### config.mk
export PLATFORM = sky130hd
export DESIGN_NAME = spoofer_stream_gen
export DESIGN_NICKNAME = d
export VERILOG_FILES = /design/src/rtl/spoofer_stream_gen.sv
export SDC_FILE = /design/constraint.sdc
export NUM_CORES = 1
export LEC_CHECK = 0
export CAP_MARGIN = 20
export CELL_PAD_IN_SITES_DETAIL_PLACEMENT = 1
export CELL_PAD_IN_SITES_GLOBAL_PLACEMENT = 2
export CORE_AREA = 2 2 141 178
export CTS_CLUSTER_DIAMETER = 120
export CTS_CLUSTER_SIZE = 20
export DETAILED_ROUTE_END_ITERATION = 7
export DIE_AREA = 0 0 143 180
export GPL_TIMING_DRIVEN = 0
export PLACE_DENSITY_LB_ADDON = 0.1
export SLEW_MARGIN = 40
export SYNTH_ARGS = -nofsm -noshare
export SYNTH_HDL_FRONTEND = slang
export SYNTH_SLANG_ARGS = --single-unit
### constraint.sdc
create_clock -name clk -period 5.7 [get_ports clk]
set_input_delay 1.71 -clock clk [delete_from_list [all_inputs] [get_ports clk]]
set_output_delay 1.71 -clock clk [all_outputs]
set_load 0.05 [all_outputs]
### src/rtl/spoofer_stream_gen.sv
// Avalon-ST ramp source: per-channel count ramps framed into fixed-length packets,
// free-running or one beat per read_signal edge. Optional macro: SPOOFER_CHANNEL_TAG_EN.
//
// state     | meaning
// IDLE      | no beat offered; clear honoured; mode latched on enable
// WAIT_TRIG | triggered mode, waiting for a synchronised read_signal edge
// SEND      | beat offered on src_valid until accepted
module spoofer_stream_gen #(
  parameter int COUNT_WIDTH  = 24,
  parameter int DATA_WIDTH   = 32,
  parameter int NUM_CHANNELS = 4,
  parameter int CH_WIDTH     = (NUM_CHANNELS > 1) ? $clog2(NUM_CHANNELS) : 1,
  parameter int PACKET_LEN   = 16,
  parameter int STEP         = 1
) (
  input  logic                   clk,
  input  logic                   rst_n,
  input  logic                   enable,
  input  logic                   mode,
  input  logic                   clear,
  input  logic [COUNT_WIDTH-1:0] cfg_max,
  input  logic                   read_signal,
  output logic [DATA_WIDTH-1:0]  src_data,
  output logic                   src_valid,
  input  logic                   src_ready,
  output logic [CH_WIDTH-1:0]    src_channel,
  output logic                   src_sop,
  output logic                   src_eop,
  output logic [31:0]            pkt_count,
  output logic [15:0]            trig_dropped
);

  localparam int BEAT_W = (PACKET_LEN > 1) ? $clog2(PACKET_LEN) : 1;
  localparam logic [BEAT_W-1:0]      LAST_BEAT = BEAT_W'(PACKET_LEN - 1);
  localparam logic [CH_WIDTH-1:0]    LAST_CH   = CH_WIDTH'(NUM_CHANNELS - 1);
  localparam logic [COUNT_WIDTH:0]   STEP_EXT  = (COUNT_WIDTH + 1)'(STEP);

  typedef enum logic [1:0] {IDLE, WAIT_TRIG, SEND} state_t;

  state_t                  state;
  logic                    mode_q;
  logic [COUNT_WIDTH-1:0]  ramp [NUM_CHANNELS];
  logic [CH_WIDTH-1:0]     ch_ptr;
  logic [BEAT_W-1:0]       beat_idx;
  logic                    sync1, sync2, sync2_d;

  logic                    trig;
  logic                    accept;
  logic                    last_beat;
  logic [COUNT_WIDTH-1:0]  cur_ramp;
  logic [COUNT_WIDTH:0]    ramp_sum;
  logic [COUNT_WIDTH-1:0]  ramp_next;

  assign trig      = sync2 & ~sync2_d;
  assign accept    = src_valid & src_ready;
  assign last_beat = (beat_idx == LAST_BEAT);

  // Select by compare rather than index so a single-channel build stays width-clean.
  always_comb begin
    cur_ramp = '0;
    for (int i = 0; i < NUM_CHANNELS; i++)
      if (ch_ptr == CH_WIDTH'(i)) cur_ramp = ramp[i];
  end

  // Sum carries one extra bit so a ceiling near 2^COUNT_WIDTH-1 cannot alias.
  assign ramp_sum  = {1'b0, cur_ramp} + STEP_EXT;
  assign ramp_next = (ramp_sum > {1'b0, cfg_max}) ? '0 : ramp_sum[COUNT_WIDTH-1:0];

  always_comb begin
    src_data = '0;
    src_data[COUNT_WIDTH-1:0] = cur_ramp;
`ifdef SPOOFER_CHANNEL_TAG_EN
    src_data[DATA_WIDTH-1 -: 8] = 8'(ch_ptr);
`endif
  end

  assign src_channel = ch_ptr;
  assign src_sop     = src_valid & (beat_idx == '0);
  assign src_eop     = src_valid & last_beat;

  always_ff @(posedge clk or negedge rst_n) begin
    if (!rst_n) begin
      state        <= IDLE;
      mode_q       <= 1'b0;
      ch_ptr       <= '0;
      beat_idx     <= '0;
      src_valid    <= 1'b0;
      pkt_count    <= '0;
      trig_dropped <= '0;
      sync1        <= 1'b0;
      sync2        <= 1'b0;
      sync2_d      <= 1'b0;
      for (int i = 0; i < NUM_CHANNELS; i++) ramp[i] <= '0;
    end else begin
      sync1   <= read_signal;
      sync2   <= sync1;
      sync2_d <= sync2;

      if (trig && (state != WAIT_TRIG) && (trig_dropped != 16'hFFFF))
        trig_dropped <= trig_dropped + 16'd1;

      case (state)
        IDLE: begin
          src_valid <= 1'b0;
          if (clear) begin
            ch_ptr <= '0;
            for (int i = 0; i < NUM_CHANNELS; i++) ramp[i] <= '0;
          end
          if (enable) begin
            mode_q <= mode;
            if (mode) begin
              state <= WAIT_TRIG;
            end else begin
              state     <= SEND;
              src_valid <= 1'b1;
            end
          end
        end

        WAIT_TRIG: begin
          if (trig) begin
            state     <= SEND;
            src_valid <= 1'b1;
          end else if (!enable && (beat_idx == '0)) begin
            state <= IDLE;
          end
        end

        SEND: begin
          if (accept) begin
            for (int i = 0; i < NUM_CHANNELS; i++)
              if (ch_ptr == CH_WIDTH'(i)) ramp[i] <= ramp_next;
            if (last_beat) begin
              beat_idx  <= '0;
              ch_ptr    <= (ch_ptr == LAST_CH) ? '0 : ch_ptr + 1'b1;
              pkt_count <= pkt_count + 32'd1;
            end else begin
              beat_idx <= beat_idx + 1'b1;
            end
            // A disable only takes effect at a packet boundary in free-run mode.
            if (mode_q) begin
              state     <= WAIT_TRIG;
              src_valid <= 1'b0;
            end else if (last_beat && !enable) begin
              state     <= IDLE;
              src_valid <= 1'b0;
            end
          end
        end

        default: begin
          state     <= IDLE;
          src_valid <= 1'b0;
        end
      endcase
    end
  end

endmodule

==> results by group <==
Route
  • Via count: 6930
  • Routed WL: 26300 um
  • Detailed Route Iter0 Violations: between 200 and 300
  • Vias/cell: about 5
  • Residual DRC: 0
  • DRT Pass-1 Iters: 4
  • Drt wl/cell: approximately 19 um
  • Post-DRT Antenna Nets: 0

Timing
  • Crit path time final: 5.42 ns
  • Worst hold margin: 0.356 ns
  • Fmax: 185 MHz
  • Setup violations, final: 0
  • Tightest Pin Transition: 0.813 ns
  • Final Cycle Share: 95.0%
  • Final hold violations: 0
  • Max Slew Vio Count: 0
  • Setup Skew: 0.0103 ns
  • Slew HR: 45.8%

Clock network
  • CTS Buf Count: 17
  • Clock root buffer: clkbuf_16
  • H-tree levels: 4
  • Hold-fix buffers, CTS: 0
  • TritonCTS clock tree: yes
  • Worst-path clk slew: 0.07 ns
  • CTS Sinks: 157
  • Clock buffer depth: 2
  • Worst-Skew Late Latency: ~0.43 ns

Setup path
  • Critical path class: reg -> reg
  • Crit start category: register
  • CP required: about 6.0 ns
  • R2R Setup Slk: approximately 0.28 ns
  • Critical Path Sink Type: register
  • Worst reg2reg path startpoint: src_channel[0]$_DFFE_PN0P_
  • Top Family by Delay on Critical Path: simple AND/OR/NAND/NOR gates
  • Critical path startpoint: src_channel[0]$_DFFE_PN0P_
  • CP Capture Point: ramp[37]$_DFFE_PN0P_
  • Arr. time, crit path: 5.76 ns
  • CP Cell Sequence: inv_1 -> ha_2 -> and2b_2 -> buf_6 -> a221oi_1 -> nor2_4 -> nand4_2 -> nor4_4 -> buf_4 -> buf_4 -> nand4_2 -> xnor2_4 -> inv_1 -> ha_1 -> nand4_1 -> nor4_2 -> a21oi_1 -> or2_2 -> a31oi_4 -> a21boi_4 -> buf_6 -> nand2_2 -> o21ai_1
  • Worst reg2reg path depth: 23
  • Worst-path fanout max: 10
  • R2r endpoint: ramp[37]$_DFFE_PN0P_
  • CP Depth: 23
  • Buf/Inv on CP: 6
  • Crit-path max cell delay: 0.44 ns
  • Critical path's slowest cell: dfrtp_2

Floorplanning
  • Area of the core: about 24000 um^2
  • I/O Pins: about 120
  • Initial cell density of the core: between 30% and 40%
  • Chip width: 143 um
  • Standard-cell rows: 64
  • Full die area: 25700 um^2
  • Die Y: 180 um

Synthesis
  • Largest family of logic cells by synthesized area: simple AND/OR/NAND/NOR gates
  • Post-synth ARST share: 100%
  • Simple-gate share of the synthesized area: a little under a fifth
  • Post-Synth Adder-Cell Area: 4.98%
  • Post-synthesis mux area share: 0.407%
  • Post-Syn Area: around 8300 um^2
  • Synth Warn #: 0
  • Number of synthesized flops with an enable pin: 0
  • Mapped Cells: between 800 and 900
  • Synth Area in XOR/XNOR: 7.47%
  • Ys flop type: dfrtp_1
  • Seq/Total Area, Yosys: 47.4%
  • Post-synthesis compound-gate area fraction: 15.3%
  • Synth Register Bits: approximately 160
  • Post-synthesis cell type count: 65
  • Syn Area/Cell: between 9 and 10 um^2

Final layout
  • N_diodes: 0
  • Post-route cell area: 10700 um^2
  • Final non-filler cell total: 1360
  • Final Core Density: between 40% and 50%
  • Synthesis-to-layout area growth: 29.3%
  • Net count, final: 1081
  • Layout cells sized above 1: 14.4%

Place
  • Post-DP HPWL: between 15000 and 20000 um
  • Placed cell area: 9870 um^2
  • Gpl congestion: 0.769
  • Placed cells: 1312
  • Port Buffers: 107

Global route
  • Total GRT Usage: 21.3%
  • Total congestion overflow: 0
  • Initial antenna violation count: 0
  • Vias in the first global route: 7303
  • First-pass GRT wire length: 42000 um
  • Largest net degree at the start of global routing: 70

Pwr
  • Power per Cell Area: 313 nW/um^2
  • VDD IR max: just under 0.0003 V
  • Leakage: 4.90 nW

Job
  • Max-cap violations: 0

Run status
  • Status: completed

Min path
  • Min-delay worst type: reg -> reg
==> synth_stat cells, types with 6 or more instances <==
cell	count	area, um^2
xnor2_1	41	359
nand4_1	9	56.3
nand2b_1	8	50.1
buf_2	7	35.0
o21ai_1	58	290
nand2_1	158	593
xor2_1	26	228
nor2_1	26	97.6
nand2_2	10	62.6
nand3_1	32	160
clkbuf_1	22	82.6
nor2_4	6	67.6
buf_4	11	82.6
a221oi_1	10	87.6
dfrtp_1	157	3930
and3_1	20	125
a221oi_2	7	105
nor3_1	6	30.0
inv_1	52	195
a21oi_1	16	80.1
ha_1	33	413
o21ai_0	43	215
o22ai_1	18	113
o31ai_1	8	60.1
==> worst min path at each step <==
stage	from	end	slack, ns	depth (start not counted)
after floorplan	sync1$_DFF_PN0_	sync2$_DFF_PN0_	0.33	0
after global placement	sync1$_DFF_PN0_	sync2$_DFF_PN0_	0.34	0
after detailed placement	sync1$_DFF_PN0_	sync2$_DFF_PN0_	0.34	0
after CTS	sync1$_DFF_PN0_	sync2$_DFF_PN0_	0.36	0
after global routing	sync1$_DFF_PN0_	sync2$_DFF_PN0_	0.38	0
final	sync1$_DFF_PN0_	sync2$_DFF_PN0_	0.36	0
==> state kept, by name, indices dropped and copies added, names as in the netlist <==
name          count
beat_idx          4
mode_q            1
pkt_count        32
ramp             96
src_channel       2
src_valid         1
state             2
sync1             1
sync2             1
sync2_d           1
trig_dropped     16
==> power by group <==
group	internal, W	total [W]	leakage (nW)	switching (W)
sequential	0.00119	0.00126	2.15	0.0000702
clock	0.000634	0.00113	0.279	0.000500
combinational	0.000267	0.000967	2.47	0.000700
total	0.00209	0.00336	4.90	0.00127
==> final cells by class <==
class / instances / area (um^2)
Clock inverter: 13 / 130
Inverter: 55 / 206
Multi-Input combinational cell: 617 / 4070
Buffer: 44 / 268
Fill cell: 2739 / 13400
Tap cell: 330 / 413
Clock buffer: 19 / 453
Timing Repair Buffer: 125 / 1250
Sequential cell: 157 / 3930
==> routing by layer <==
metal,wire (um),track usage [%],up-vias
met4,194,3.80,0
met2,13500,36.8,93
li1,-,-,3281
met3,681,3.06,17
met5,0,0,-
met1,11900,28.5,3539
==> what timing repair did <==
item / CTS / global route
pin swaps: 2 / 9
buffers inserted: 4 / 12
resized for setup: 11 / 19
endpoints found under the setup margin: 96 / 88
==> kinds of logic after synthesis <==
kind of cell / count (synthesis)
mux: 3
xor+xnor: 69
other cells: 1
buf+inv: 99
flops: 157
simple gates: 308
compound gates: 196
fa+ha+maj: 33
==> stage by stage <==
stage / power (W) / worst slack [ns] / setup TNS, ns
2_1_floorplan: 0.00182 / 0.143 / 0
3_3_place_gp: 0.00221 / -4.03 / -686.40
3_5_place_dp: 0.00223 / -0.869 / -59.03
4_1_cts: 0.00338 / 0.00383 / 0
5_1_grt: 0.00353 / -0.0532 / -0.610
6_report: 0.00336 / 0.283 / 0
==> cell usage in the layout (no fill, tap or decap), drive strengths merged, types with 5 or more instances in the layout <==
master,n
conb,8
dfrtp,157
clkdlybuf4s50,106
nor4,7
nand3,33
a21oi,16
clkinv,5
nand2,168
o221ai,5
buf,37
xor2,26
a211oi,5
ha,33
nand4,14
nand2b,8
nor3,7
a221oi,17
xnor2,43
clkbuf,45
nor2,36
inv,59
o31ai,8
o22ai,18
o21ai,101
and3,20
Power figures use the tool's default switching activity.
